==> src/rtl/weight_buffer_ctrl.sv <==
// Ping-pong weight buffer controller: AXI-Stream fill into two BRAM banks, fixed-rate drain.
// Optional tlast checking is enabled by defining WBUF_CTRL_TLAST_CHK_EN.
module weight_buffer_ctrl #(
  parameter int B_ADDR = 9,
  parameter int B_DATA = 64
) (
  input  logic              clk,
  input  logic              rstn,
  input  logic [B_ADDR-1:0] cfg_len,
  input  logic [B_DATA-1:0] s_axis_tdata,
  input  logic              s_axis_tvalid,
  input  logic              s_axis_tlast,
  output logic              s_axis_tready,
  input  logic              rd_start,
  output logic              rd_busy,
  output logic [B_DATA-1:0] m_data,
  output logic              m_valid,
  output logic              m_last,
  output logic              buf_we,
  output logic [B_ADDR:0]   buf_wraddr,
  output logic [B_DATA-1:0] buf_di,
  output logic [B_ADDR:0]   buf_rdaddr,
  input  logic [B_DATA-1:0] buf_do,
  output logic [1:0]        full_cnt,
  output logic              err
);

  typedef enum logic [0:0] {F_IDLE = 1'b0, F_FILL = 1'b1} fill_t;
  typedef enum logic [1:0] {D_IDLE = 2'd0, D_RUN = 2'd1, D_FLUSH = 2'd2} drain_t;

  fill_t             fstate;
  drain_t            dstate;
  logic              wr_bank;
  logic              rd_bank;
  logic [B_ADDR-1:0] wr_cnt;
  logic [B_ADDR-1:0] rd_cnt;
  logic [B_ADDR-1:0] len_q [2];
  logic [1:0]        full_q;
  logic              valid_q;
  logic              last_q;

  logic beat;
  logic wr_at_end;
  logic rd_at_end;
  logic fill_done;
  logic drain_rel;

  // Beat qualification and end-of-tile detection for both sides.
  always_comb begin
    beat      = rstn && (fstate == F_FILL) && s_axis_tvalid;
    wr_at_end = (wr_cnt == len_q[wr_bank]);
    rd_at_end = (rd_cnt == len_q[rd_bank]);
    fill_done = beat && wr_at_end;
    drain_rel = (dstate == D_FLUSH);
  end

  // Outputs are gated by rstn so the stream and write port go quiet in the reset cycle itself.
  assign s_axis_tready = rstn && (fstate == F_FILL);
  assign buf_we        = beat;
  assign buf_wraddr    = {wr_bank, wr_cnt};
  assign buf_di        = beat ? s_axis_tdata : {B_DATA{1'b0}};
  assign buf_rdaddr    = {rd_bank, rd_cnt};
  assign m_valid       = rstn && valid_q;
  assign m_last        = rstn && last_q;
  assign m_data        = m_valid ? buf_do : {B_DATA{1'b0}};
  assign rd_busy       = (dstate != D_IDLE);
  assign full_cnt      = full_q;

  // Fill FSM: claims a free bank, latches its length, counts accepted beats.
  always_ff @(posedge clk) begin
    if (!rstn) begin
      fstate   <= F_IDLE;
      wr_bank  <= 1'b0;
      wr_cnt   <= {B_ADDR{1'b0}};
      len_q[0] <= {B_ADDR{1'b0}};
      len_q[1] <= {B_ADDR{1'b0}};
    end else begin
      case (fstate)
        F_IDLE: begin
          if (full_q < 2'd2) begin
            fstate         <= F_FILL;
            len_q[wr_bank] <= cfg_len;
            wr_cnt         <= {B_ADDR{1'b0}};
          end
        end
        F_FILL: begin
          if (beat) begin
            if (wr_at_end) begin
              fstate  <= F_IDLE;
              wr_bank <= ~wr_bank;
            end else begin
              wr_cnt <= wr_cnt + B_ADDR'(1);
            end
          end
        end
        default: fstate <= F_IDLE;
      endcase
    end
  end

  // Drain FSM: one read per cycle, then a flush cycle for the final BRAM word before release.
  always_ff @(posedge clk) begin
    if (!rstn) begin
      dstate  <= D_IDLE;
      rd_bank <= 1'b0;
      rd_cnt  <= {B_ADDR{1'b0}};
      valid_q <= 1'b0;
      last_q  <= 1'b0;
    end else begin
      valid_q <= (dstate == D_RUN);
      last_q  <= (dstate == D_RUN) && rd_at_end;
      case (dstate)
        D_IDLE: begin
          if (rd_start && (full_q != 2'd0)) begin
            dstate <= D_RUN;
            rd_cnt <= {B_ADDR{1'b0}};
          end
        end
        D_RUN: begin
          if (rd_at_end) begin
            dstate <= D_FLUSH;
          end else begin
            rd_cnt <= rd_cnt + B_ADDR'(1);
          end
        end
        D_FLUSH: begin
          dstate  <= D_IDLE;
          rd_bank <= ~rd_bank;
        end
        default: dstate <= D_IDLE;
      endcase
    end
  end

  // Occupancy: simultaneous completion and release cancel out.
  always_ff @(posedge clk) begin
    if (!rstn) begin
      full_q <= 2'd0;
    end else begin
      case ({fill_done, drain_rel})
        2'b10:   full_q <= full_q + 2'd1;
        2'b01:   full_q <= full_q - 2'd1;
        default: full_q <= full_q;
      endcase
    end
  end

`ifdef WBUF_CTRL_TLAST_CHK_EN
  logic err_q;

  // Sticky flag when tlast disagrees with the counted tile end; the tile still closes on count.
  always_ff @(posedge clk) begin
    if (!rstn) begin
      err_q <= 1'b0;
    end else if (beat && (s_axis_tlast != wr_at_end)) begin
      err_q <= 1'b1;
    end else begin
      err_q <= err_q;
    end
  end

  assign err = err_q;
`else
  logic unused_tlast;
  assign unused_tlast = s_axis_tlast;
  assign err          = 1'b0;
`endif

endmodule
==> config.mk <==
export PLATFORM = sky130hd
export DESIGN_NAME = weight_buffer_ctrl
export DESIGN_NICKNAME = d
export VERILOG_FILES = /design/src/rtl/weight_buffer_ctrl.sv
export SDC_FILE = /design/constraint.sdc
export NUM_CORES = 1
export LEC_CHECK = 0
export BUFFER_PORTS_ARGS = -buffer_cell sky130_fd_sc_hd__buf_2
export CAP_MARGIN = 0
export CELL_PAD_IN_SITES_DETAIL_PLACEMENT = 1
export CELL_PAD_IN_SITES_GLOBAL_PLACEMENT = 2
export CORE_ASPECT_RATIO = 1.4
export CORE_UTILIZATION = 20
export CTS_CLUSTER_SIZE = 25
export DETAILED_ROUTE_END_ITERATION = 7
export GPL_ROUTABILITY_DRIVEN = 0
export PLACE_DENSITY = 0.9
export REMOVE_ABC_BUFFERS = 1
export SKIP_LAST_GASP = 1
export SLEW_MARGIN = 15
export SYNTH_ARGS = -nofsm -noshare
export SYNTH_HDL_FRONTEND = slang
export SYNTH_SLANG_ARGS = --single-unit
==> constraint.sdc <==
create_clock -name clk -period 3.5 [get_ports clk]
set_input_delay 0.525 -clock clk [delete_from_list [all_inputs] [get_ports clk]]
set_output_delay 0.525 -clock clk [all_outputs]
set_load 0.005 [all_outputs]
After elaboration in Yosys (flattened, before gate mapping)
Memory sizes are Yosys's and may differ from the RTL's. A register that Yosys moved wholly into a read port is not among the register bits.
Cells that the tools add are included.

cells by class
  add/sub/neg operators = 4
  multipliers = 0
  div/mod/pow operators = 0
  $lt $le $gt $ge = 1
  equal/unequal tests = 12
  shifts and indexed selects = 0
  multiplexer cells = 28
  bitwise operators = 3
  reductions and logical operators = 17

operators by type and width
  kind                 number
  $mux 64              2
  $mux 9               6
  $pmux 9 s2           2
  $add 9x1->9 const B  2
  $eq 9x9->1           2
  $mux 1               13
  $ne 2x2->1 const B   5
  $reduce_and 3->1     3
  $reduce_or 9->1      1
  $pmux 2 s2           2
  $reduce_bool 2->1    4
  $logic_and 1x1->1    7
  $eq 2x1->1 const B   2
  $eq 2x2->1 const B   2
  $mux 2               2
  $not 1->1            3
  $add 2x1->2 const B  1
  $logic_not 2->1      1
  $lt 2x2->1 const B   1
  $ne 2x1->1 const B   1
  $pmux 1 s2           1
  $reduce_and 2->1     1
  $sub 2x1->2 const B  1

storage, ports and cells
  flip-flop bits (word level) = 27
  bits in latches = 0
  memory bits (writable) = 18
  ROM bits = 0
  input port bits = 142
  output and inout port bits = 156
  word-level logic and storage cells = 75
  memories kept = 1

memory list
  name   words  bits a word  rd ports  clocked after Yosys merged registers in  write ports  RTL line  text
  len_q  2      9            2         2                                        2            37        logic [B_ADDR-1:0] len_q [2];

Longest topological paths before layout
Gate-level depths: netlist (run 1).

  word-level depth = 7
  mapped depth = 10
  gate-level depth less buffers = 8

Worst setup path before layout (run 1)
No wires, ideal clock.

  kind = input to register
  from = input rstn
  to = register full_q[1], in the netlist full_cnt[1]
  setup time = 0.071 ns
  data arrival time = 2.297 ns
  required time = 3.429 ns
  path slack = 1.133 ns
  stages = 9
  buffers on the path = 2
  cells stage by stage = clkbuf_1 > and2_1 > nand2_1 > inv_1 > clkbuf_1 > nand4_1 > ha_1 > or3_1 > a21oi_1

on the way
  word-level cells in the longest chain between the ends = 5
  elaborated cells between the ends (all ways) = 7
  classes of those cells = eq/ne (2); mux (1); reduce/logical (4)

RTL lines
  element                                          RTL line  text
  from (decl)                                      8         input logic rstn,
  $logic_and 1x1->1 (*)                            -
  via s_axis_tready                                13        output logic s_axis_tready,
  $logic_and 1x1->1 (*)                            50        beat = rstn && (fstate == F_FILL) && s_axis_tvalid;
  $logic_and 1x1->1 (*)                            53        fill_done = beat && wr_at_end;
  $eq 2x1->1 or $eq 2x2->1 (tied branches)         140       case ({fill_done, drain_rel})
  $pmux 2 s2 or $reduce_bool 2->1 (tied branches)  -
  to (signal assigned)                             141       2'b10: full_q <= full_q + 2'd1;
  to (signal assigned)                             142       2'b01: full_q <= full_q - 2'd1;
  to (signal assigned)                             143       default: full_q <= full_q;
  to (decl)                                        38        logic [1:0] full_q;

Mark *: on every way through the listed nets, which the timed path passes. The rest lies on a longest branch.
A chain may end at the register's enable or synchronous reset.

==> impl_metrics.ini, run 1 <==
[synthesis]
ys_seq_area_share_pct = 33.2
synth-async-reset-ratio_pct = 0
ys_warn_count = 0
synth_edf_count = 18
ys.flop_type = dfxtp_1
postSynthAreaPerCell_um2 = 8.27
syn-instance-count = 409
ys_seq_elements = 47
netlist_area_um2 = 3380
yosysUniqueCellTypes = 44

[floorplan]
dieArea_um2 = 17400
ios = 298
die_h_um = 156
core_area_um2 = 16400
die_w_um = 112
rows = 55
initial_utilization_pct = 20.6

[clock_network]
postCtsSetupBuffers = 0
clock_path_buffers = 2
clk_pin_slew_worst_paths_ns = 0.07
cts_hold_buf = 0
clkSinkCount = 47
cts-root-buf = clkbuf_16
cts_inserted_buffers = 5
cts-resized-gates = 0
cts_max_level = 2
cts_tree = done
insertion_delay_ns = 0.29

[status]
violations = DRC
outcome = complete, but fails checks

[sta]
worstMarginPinSlew_ns = 0.562
drv_slew = 0
rsz0062_at_grt = no
final.min_clock_period_ns = 2.72
fin_tns_setup_ns = 0
clock_skew_ns = 0.00903
layout_setup_ws_ns = 0.776
final-setup-viol-count = 0
finalHoldViolCount = 0
max_freq_mhz = 367
timing.hold.ws_ns = 0.521
period_share_pct = 77.8
timing.slew.headroom_pct = 62.4

[route]
wl_met2_um = 7250
first_pass_iters = 8
wl_met3_um = 1670
via_per_inst = 4.52
wire_per_inst_um = 17.1
detail-route-antenna-nets = 0
wl_um = 15100
first_iter_violations = 226
met1_length_um = 5950
route.detailed.drc = 28
highest_layer = met5
via_count = 3979

[worst_setup_path]
cp.arrival_ns = 2.91
start_kind = flip-flop
critPathKind = reg -> reg
worst_ep_required_time_ns = 3.69
end_kind = flip-flop
critPathMaxFanout = 16
ff2ff_path_depth = 6

[layout]
fin_nets = 825
diodes = 0
syn_to_final_growth_pct = 52.1
final_cell_mix = 295 x buf_2, 85 x and2_1, 69 x and3_1
fin_cells = 880
final_area_um2 = 5140
final_core_utilization_pct = 31.4
drive_gt1_share_pct = 45.8
layout_commonest_cell = buf_2
nFillCells = 2069

[job]
drv_cap = 0

[pwr]
power_mw = 1.28
ir_worst_vdd_uv = 317
powerDensity_nw_per_um2 = 248
power.leakage_nw = 2.99

[placed_design]
port_buffers = 295
placed_cells = 872
place_hpwl_um = 12400
dp_slack_ns = 0.759
place_area_um2 = 5000

[global_route]
overflow = 0
grt_pass1_wl_um = 22300
grt_max_degree = 90
antenna_found_initial = 2
track_usage_pct = 16.7
grt_pass1_vias = 3761

[worst_hold_path]
whs_path_depth = 2
worst_hold_path_type = in -> reg
power by group:
part	total, mW	switching [mW]	internal (mW)
clock	0.471	0.207	0.264
sequential	0.593	0.0105	0.582
combinational	0.212	0.104	0.108
sequential cells by signal, summed over array words and instances, names as in the netlist, named ones only:
register	cells
fstate	1
rd_cnt	9
last_q	1
valid_q	1
wr_cnt	9
dstate	2
len_q	18
full_cnt	2
rd_bank	1
wr_bank	1
cells by family (layout without fill, tap and decap cells):
group                    count (synthesis)  count (layout)  synth area share (%)
flip-flops                              47              47                  33.2
other                                    1               1                 0.111
multiplexers                            24              24                  7.11
adder cells (fa/ha/maj)                  3               3                  1.11
buffers and inverters                   44             316                  5.55
AO/OA/AOI/OAI                           29              29                  6.48
XOR/XNOR                                22              22                  5.70
AND/OR/NAND/NOR                        239             239                  40.8
metal layers:
| layer | track usage (%) | vias to the layer above |
|---|---|---|
| met5 | 0 | - |
| met4 | 3.28 | 2 |
| met3 | 6.95 | 12 |
| met2 | 28.9 | 180 |
| met1 | 19.2 | 1838 |
| li1 | - | 1947 |
area by class of cell:
class / instances / area, um2 / area share (%)
timing repair buffer: 301 / 1530 / 29.8
clock inverter: 2 / 12.5 / 0.243
inverter: 7 / 26.3 / 0.511
tap: 199 / 249 / 4.84
sequential: 47 / 1120 / 21.8
clock buffer: 6 / 129 / 2.51
multi-input combinational: 318 / 2070 / 40.3
cell usage after synthesis, drive strengths merged, types with 8 or more instances:
master / instances / area [um2]
clkbuf: 29 / 109
buf: 8 / 52.5
dfxtp: 29 / 581
mux2i: 24 / 240
and2: 85 / 532
edfxtp: 18 / 541
nand3: 15 / 75.1
xor2: 8 / 70.1
nor2: 20 / 75.1
and3: 69 / 432
nand2: 19 / 71.3
xnor2: 14 / 123
critical path, cell delays in order (launching register included):
cell and delay [ns]:
dfxtp_1 0.64, mux2i_1 0.31, xor2_1 0.17, nand4_1 0.11, or4_1 0.81, and4b_1 0.32, o31a_1 0.26
final timing paths:
check                           startpoint           to  slack (ns)
worst max-delay path             flip-flop    rd_cnt[2]        0.78
worst min-delay path            cfg_len[0]  len_q[0][0]        0.52
worst max register to register   flip-flop    rd_cnt[2]        0.78
worst min register to register   wr_cnt[8]    wr_cnt[8]        0.54
Power figures use the tool's default switching activity.
==> run 2, diff against run 1 <==
Settings changed: ABC_AREA from default to 1, CORE_UTILIZATION 20 to 17, PLACE_DENSITY 0.9 to 0.84.
Clock period 3.5 ns to 2.65 ns, I/O delays scaled along.
==> impl_metrics.ini, run 2 <==
[route]
first_iter_violations = 100
route.detailed.drc = 0
detail-route-antenna-nets = 0
first_pass_iters = 4
via_per_inst = 4.09
wire_per_inst_um = 13.0
wl_um = 15700
via_count = 4955

[sta]
period_share_pct = 84.0
final-setup-viol-count = 0
finalHoldViolCount = 0
timing.hold.ws_ns = 0.445
worstMarginPinSlew_ns = 0.598
timing.slew.headroom_pct = 60.1
drv_slew = 0
final.min_clock_period_ns = 2.23
max_freq_mhz = 449
rsz0062_at_grt = no
clock_skew_ns = 0.0102

[synthesis]
ys_seq_area_share_pct = 30.2
ys_seq_elements = 47
yosysTopAreaCell = inv_1
yosysUniqueCellTypes = 28
yosys-top-cells-count = 177 x inv_1, 170 x nor2_1, 130 x nand2_1
netlist_area_um2 = 3720
ys.flop_type = dfxtp_1
synthTopCellsByArea = inv_1 18%, nor2_1 17%, dfxtp_1 16%
ys_warn_count = 0
synth-async-reset-ratio_pct = 0
postSynthAreaPerCell_um2 = 5.62
synth_most_common_cell = inv_1
synth_edf_count = 18
syn-instance-count = 661
yosysTopAreaCellShare_pct = 17.9

[global_route]
grt_pass1_vias = 4799
antenna_found_initial = 0
overflow = 0
grt_max_degree = 65
grt_pass1_wl_um = 23500
track_usage_pct = 13.7

[floorplan]
die_w_um = 127
initial_utilization_pct = 17.5
rows = 63
core_area_um2 = 21300
dieArea_um2 = 22500
ios = 298
die_h_um = 177

[layout]
seq_area_um2 = 1120
largest_reg_flops = 18
fin_nets = 1095
syn_to_final_growth_pct = 52.3
diodes = 0
layout_commonest_cell = buf_2
nFillCells = 2858
drive_gt1_share_pct = 34.4
multiInputGateArea_um2 = 1810
largest_register = len_q
final_cell_mix = 295 x buf_2, 177 x inv_1, 170 x nor2_1
reg.largest.list = len_q x18, rd_cnt x9, wr_cnt x9
final_core_utilization_pct = 26.6

[worst_setup_path]
cp.arrival_ns = 2.46
worst_ep_required_time_ns = 2.89
ff2ff_path_depth = 14
end_kind = flip-flop
critPathMaxFanout = 9
r2r_end = full_cnt[1]
start_kind = flip-flop
critPathKind = reg -> reg
reg2reg_slack_ns = 0.42

[worst_hold_path]
worst_hold_path_type = in -> reg
holdCritStartpoint = cfg_len[7]
min_to = len_q[1][7]
whs_path_depth = 3

[clock_network]
clkSinkCount = 47
cts-resized-gates = 0
insertion_delay_ns = 0.31
clock_path_buffers = 2
cts-root-buf = clkbuf_16
cts_tree = done
cts_max_level = 2
cts_hold_buf = 0
postCtsSetupBuffers = 0
cts_inserted_buffers = 5
clk_pin_slew_worst_paths_ns = 0.07

[placed_design]
port_buffers = 295
place_hpwl_um = 13600

[pwr]
powerDensity_nw_per_um2 = 341
ir_worst_vdd_uv = 210
power.leakage_nw = 3.69

[job]
drv_cap = 0

[status]
outcome = completed
## run 2: cell types whose count changed after synthesis, sizes merged, moves of 12 or more
cell	delta
a21oi	+18
and2	-85
and3	-69
clkbuf	-12
inv	+171
mux2i	-24
nand2	+117
nand3	+20
nor2	+153
xnor2	-12
## run 2: area by class of cell
| class | instances | area share, % |
|---|---|---|
| Multi-Input combinational cell | 412 | 32.0 |
| Timing Repair Buffer | 305 | 27.6 |
| Sequential cell | 47 | 19.8 |
| Inverter | 179 | 11.9 |
| Tap cell | 260 | 5.75 |
| Clock buffer | 6 | 2.65 |
| Clock inverter | 2 | 0.310 |
## run 2: metrics by stage
stage / cell area [um2] / worst slack, ns / power [mW] / std cells / TNS (ns)
2_1_floorplan: 3600 / -0.192 / 1.01 / 638 / -0.231
3_3_place_gp: 5490 / 0.447 / 1.23 / 1203 / 0
3_5_place_dp: 5490 / 0.403 / 1.24 / 1203 / 0
4_1_cts: 5660 / 0.381 / 1.97 / 1211 / 0
5_1_grt: 5660 / 0.0155 / 2.04 / 1211 / 0
6_report: 5660 / 0.423 / 1.93 / 1211 / 0
## run 2: routing by layer
metal  global-route usage (%)  part of all wire (%)  wire length (um)
met4                     4.17                   1.4               217
met2                     29.9                    56              8820
met5                        0                     0                 0
met3                     3.48                   9.8              1540
met1                     11.4                    33              5110
## run 2: worst max-delay path, stage by stage (launching register included)
cell and delay (ns):
dfxtp_1 0.48, buf_4 0.22, nand2_1 0.07, o21ai_1 0.08, nand2_1 0.06, nand2_1 0.07
nand2_1 0.06, nor2_1 0.13, nand3_1 0.21, ha_1 0.34, inv_1 0.08, nand2_1 0.05
nor2_1 0.11, o21ai_0 0.09, a21oi_1 0.11
## run 2: kinds of logic after synthesis
logic type                 count (synthesis)  share of synthesized area, %
and+or+nand+nor                          360                          40.3
AOI/OAI and AO/OA                         46                          6.67
other                                      1                         0.101
DFF                                       47                          30.2
buffers and inverters                    202                          21.3
adders and majority gates                  3                          1.01
xor gates and xnor gates                   2                         0.471
## run 2: worst max path at each step
stage                          from          end  slack [ns]  cells past startpoint
final                     flip-flop  full_cnt[1]        0.42                     14
after global routing      flip-flop  full_cnt[1]        0.02                     15
after CTS                 flip-flop  full_cnt[1]        0.38                     14
after detailed placement  flip-flop  full_cnt[1]        0.40                     14
after global placement    flip-flop  full_cnt[1]        0.45                     14
after floorplan                rstn  full_cnt[1]       -0.19                     11
## run 2: where the power goes
group          total, mW  switching [mW]  leakage, nW  internal [mW]
logic              0.406           0.230         3.19          0.175
clock network      0.720           0.307       0.0826          0.413
registers          0.805          0.0267        0.423          0.779
==> run 3, diff against run 2 <==
Clock period 2.65 ns to 2.25 ns, I/O delays scaled along.
==> impl_metrics.ini, run 3 (same netlist as run 2, synthesis figures left out) <==
[global_route]
grt_pass1_vias = 4718
antenna_found_initial = 0
grt_pass1_wl_um = 23400
grt_max_degree = 65
met1_usage_pct = 11.3
use_met3_pct = 3.66
track_usage_pct = 13.5
top_usage_layer = met2
overflow = 0
grt_util_met2_pct = 28.8

[sta]
finalHoldViolCount = 0
worstMarginPinSlew_ns = 0.604
period_share_pct = 91.6
rsz0062_at_grt = no
final-setup-viol-count = 0
max_freq_mhz = 485
final.min_clock_period_ns = 2.06
layout_setup_ws_ns = 0.188
clock_skew_ns = 0.00866
timing.slew.headroom_pct = 59.7
drv_slew = 0

[layout]
final_area_um2 = 5720
drive_gt1_share_pct = 35.1
largest_register = len_q
nFillCells = 2811
fin_cells = 1217
layout_commonest_cell = buf_2
final_cell_mix = 295 x buf_2, 177 x inv_1, 168 x nor2_1
reg.largest.list = len_q x18, rd_cnt x9, wr_cnt x9
seq_area_um2 = 1120
syn_to_final_growth_pct = 54.0
largest_reg_flops = 18
final_core_utilization_pct = 26.9
diodes = 0
fin_nets = 1101
multiInputGateArea_um2 = 1820

[pwr]
power.leakage_nw = 3.73
powerDensity_nw_per_um2 = 410
ir_worst_vdd_uv = 229
power_mw = 2.35

[placed_design]
place_hpwl_um = 13700
port_buffers = 295
place_area_um2 = 5540
dp_slack_ns = 0.138
placed_cells = 1209

[clock_network]
insertion_delay_ns = 0.30
postCtsSetupBuffers = 0
cts_max_level = 2
cts_tree = done
clkSinkCount = 47
cts_hold_buf = 0
cts-root-buf = clkbuf_16
clk_pin_slew_worst_paths_ns = 0.07
clock_path_buffers = 2
cts_inserted_buffers = 5

[route]
detail-route-antenna-nets = 0
via_count = 5017
first_pass_iters = 4
first_iter_violations = 105
route.detailed.drc = 0
wl_um = 15700
wire_per_inst_um = 12.9
via_per_inst = 4.12

[floorplan]
rows = 63
die_w_um = 127
core_area_um2 = 21300
die_h_um = 177
ios = 298
dieArea_um2 = 22500
initial_utilization_pct = 17.5

[worst_setup_path]
start_kind = flip-flop
worst_ep_required_time_ns = 1.91
critPathMaxFanout = 64
cp.arrival_ns = 1.72
critPathKind = reg -> out
end_kind = output port

[status]
outcome = completed

[worst_hold_path]
worst_hold_path_type = in -> reg

[job]
drv_cap = 0
run 3: cell count changes in the layout (fill, tap and decap cells not counted), sizes merged:
cell,change
buf,+6
bufinv,+1
clkinv,-1
run 3: area by class of cell:
class | count | area share, %
inverters | 179 | 11.7
well taps | 260 | 5.68
clock inverters | 2 | 0.678
flip-flops and latches | 47 | 19.6
repair buffers | 311 | 28.1
multi-input cells | 412 | 31.8
clock buffers | 6 | 2.43
run 3: through the flow:
| stage | hold WS, ns | TNS [ns] |
|---|---|---|
| after detailed placement | 0.510 | 0 |
| after global routing | 0.408 | 0 |
| final | 0.393 | 0 |
| after global placement | 0.493 | 0 |
| after floorplan | 0.458 | -1.91 |
| after CTS | 0.406 | 0 |
run 3: path summary, 6_finish.rpt:
| kind | startpoint | end | slack, ns | cells past startpoint |
|---|---|---|---|---|
| worst max-delay path | fstate | buf_di[30] | 0.19 | 6 |
| worst min-delay path | cfg_len[3] | len_q[0][3] | 0.39 | 3 |
| worst max register to register | flip-flop | full_cnt[1] | 0.25 | 14 |
| worst min register to register | rd_cnt[3] | rd_cnt[3] | 0.51 | 2 |
run 3: what timing repair did:
| action | CTS | global route |
|---|---|---|
| endpoints found under the setup margin | 0 | 1 |
| hold endpoints to repair | 0 | 0 |
| gates resized for setup | 0 | 3 |
run 3: per-layer routing:
metal | vias to the layer above | share of wire, %
met5 | - | 0
met4 | 0 | 2.2
met3 | 16 | 10
met2 | 278 | 55
li1 | 2508 | -
met1 | 2215 | 33
run 3: power breakdown:
group	leakage, nW	total (mW)	internal, mW	switching (mW)
clock	0.0875	0.913	0.560	0.354
combinational	3.22	0.489	0.212	0.277
sequential	0.423	0.946	0.917	0.0289
run 3: critical path: stages, from the launching register on:
cell	delay, ns
dfxtp_1	0.36
nand2_1	0.07
inv_1	0.07
nand2_2	0.07
buf_4	0.48
nor2_1	0.16
buf_2	0.17
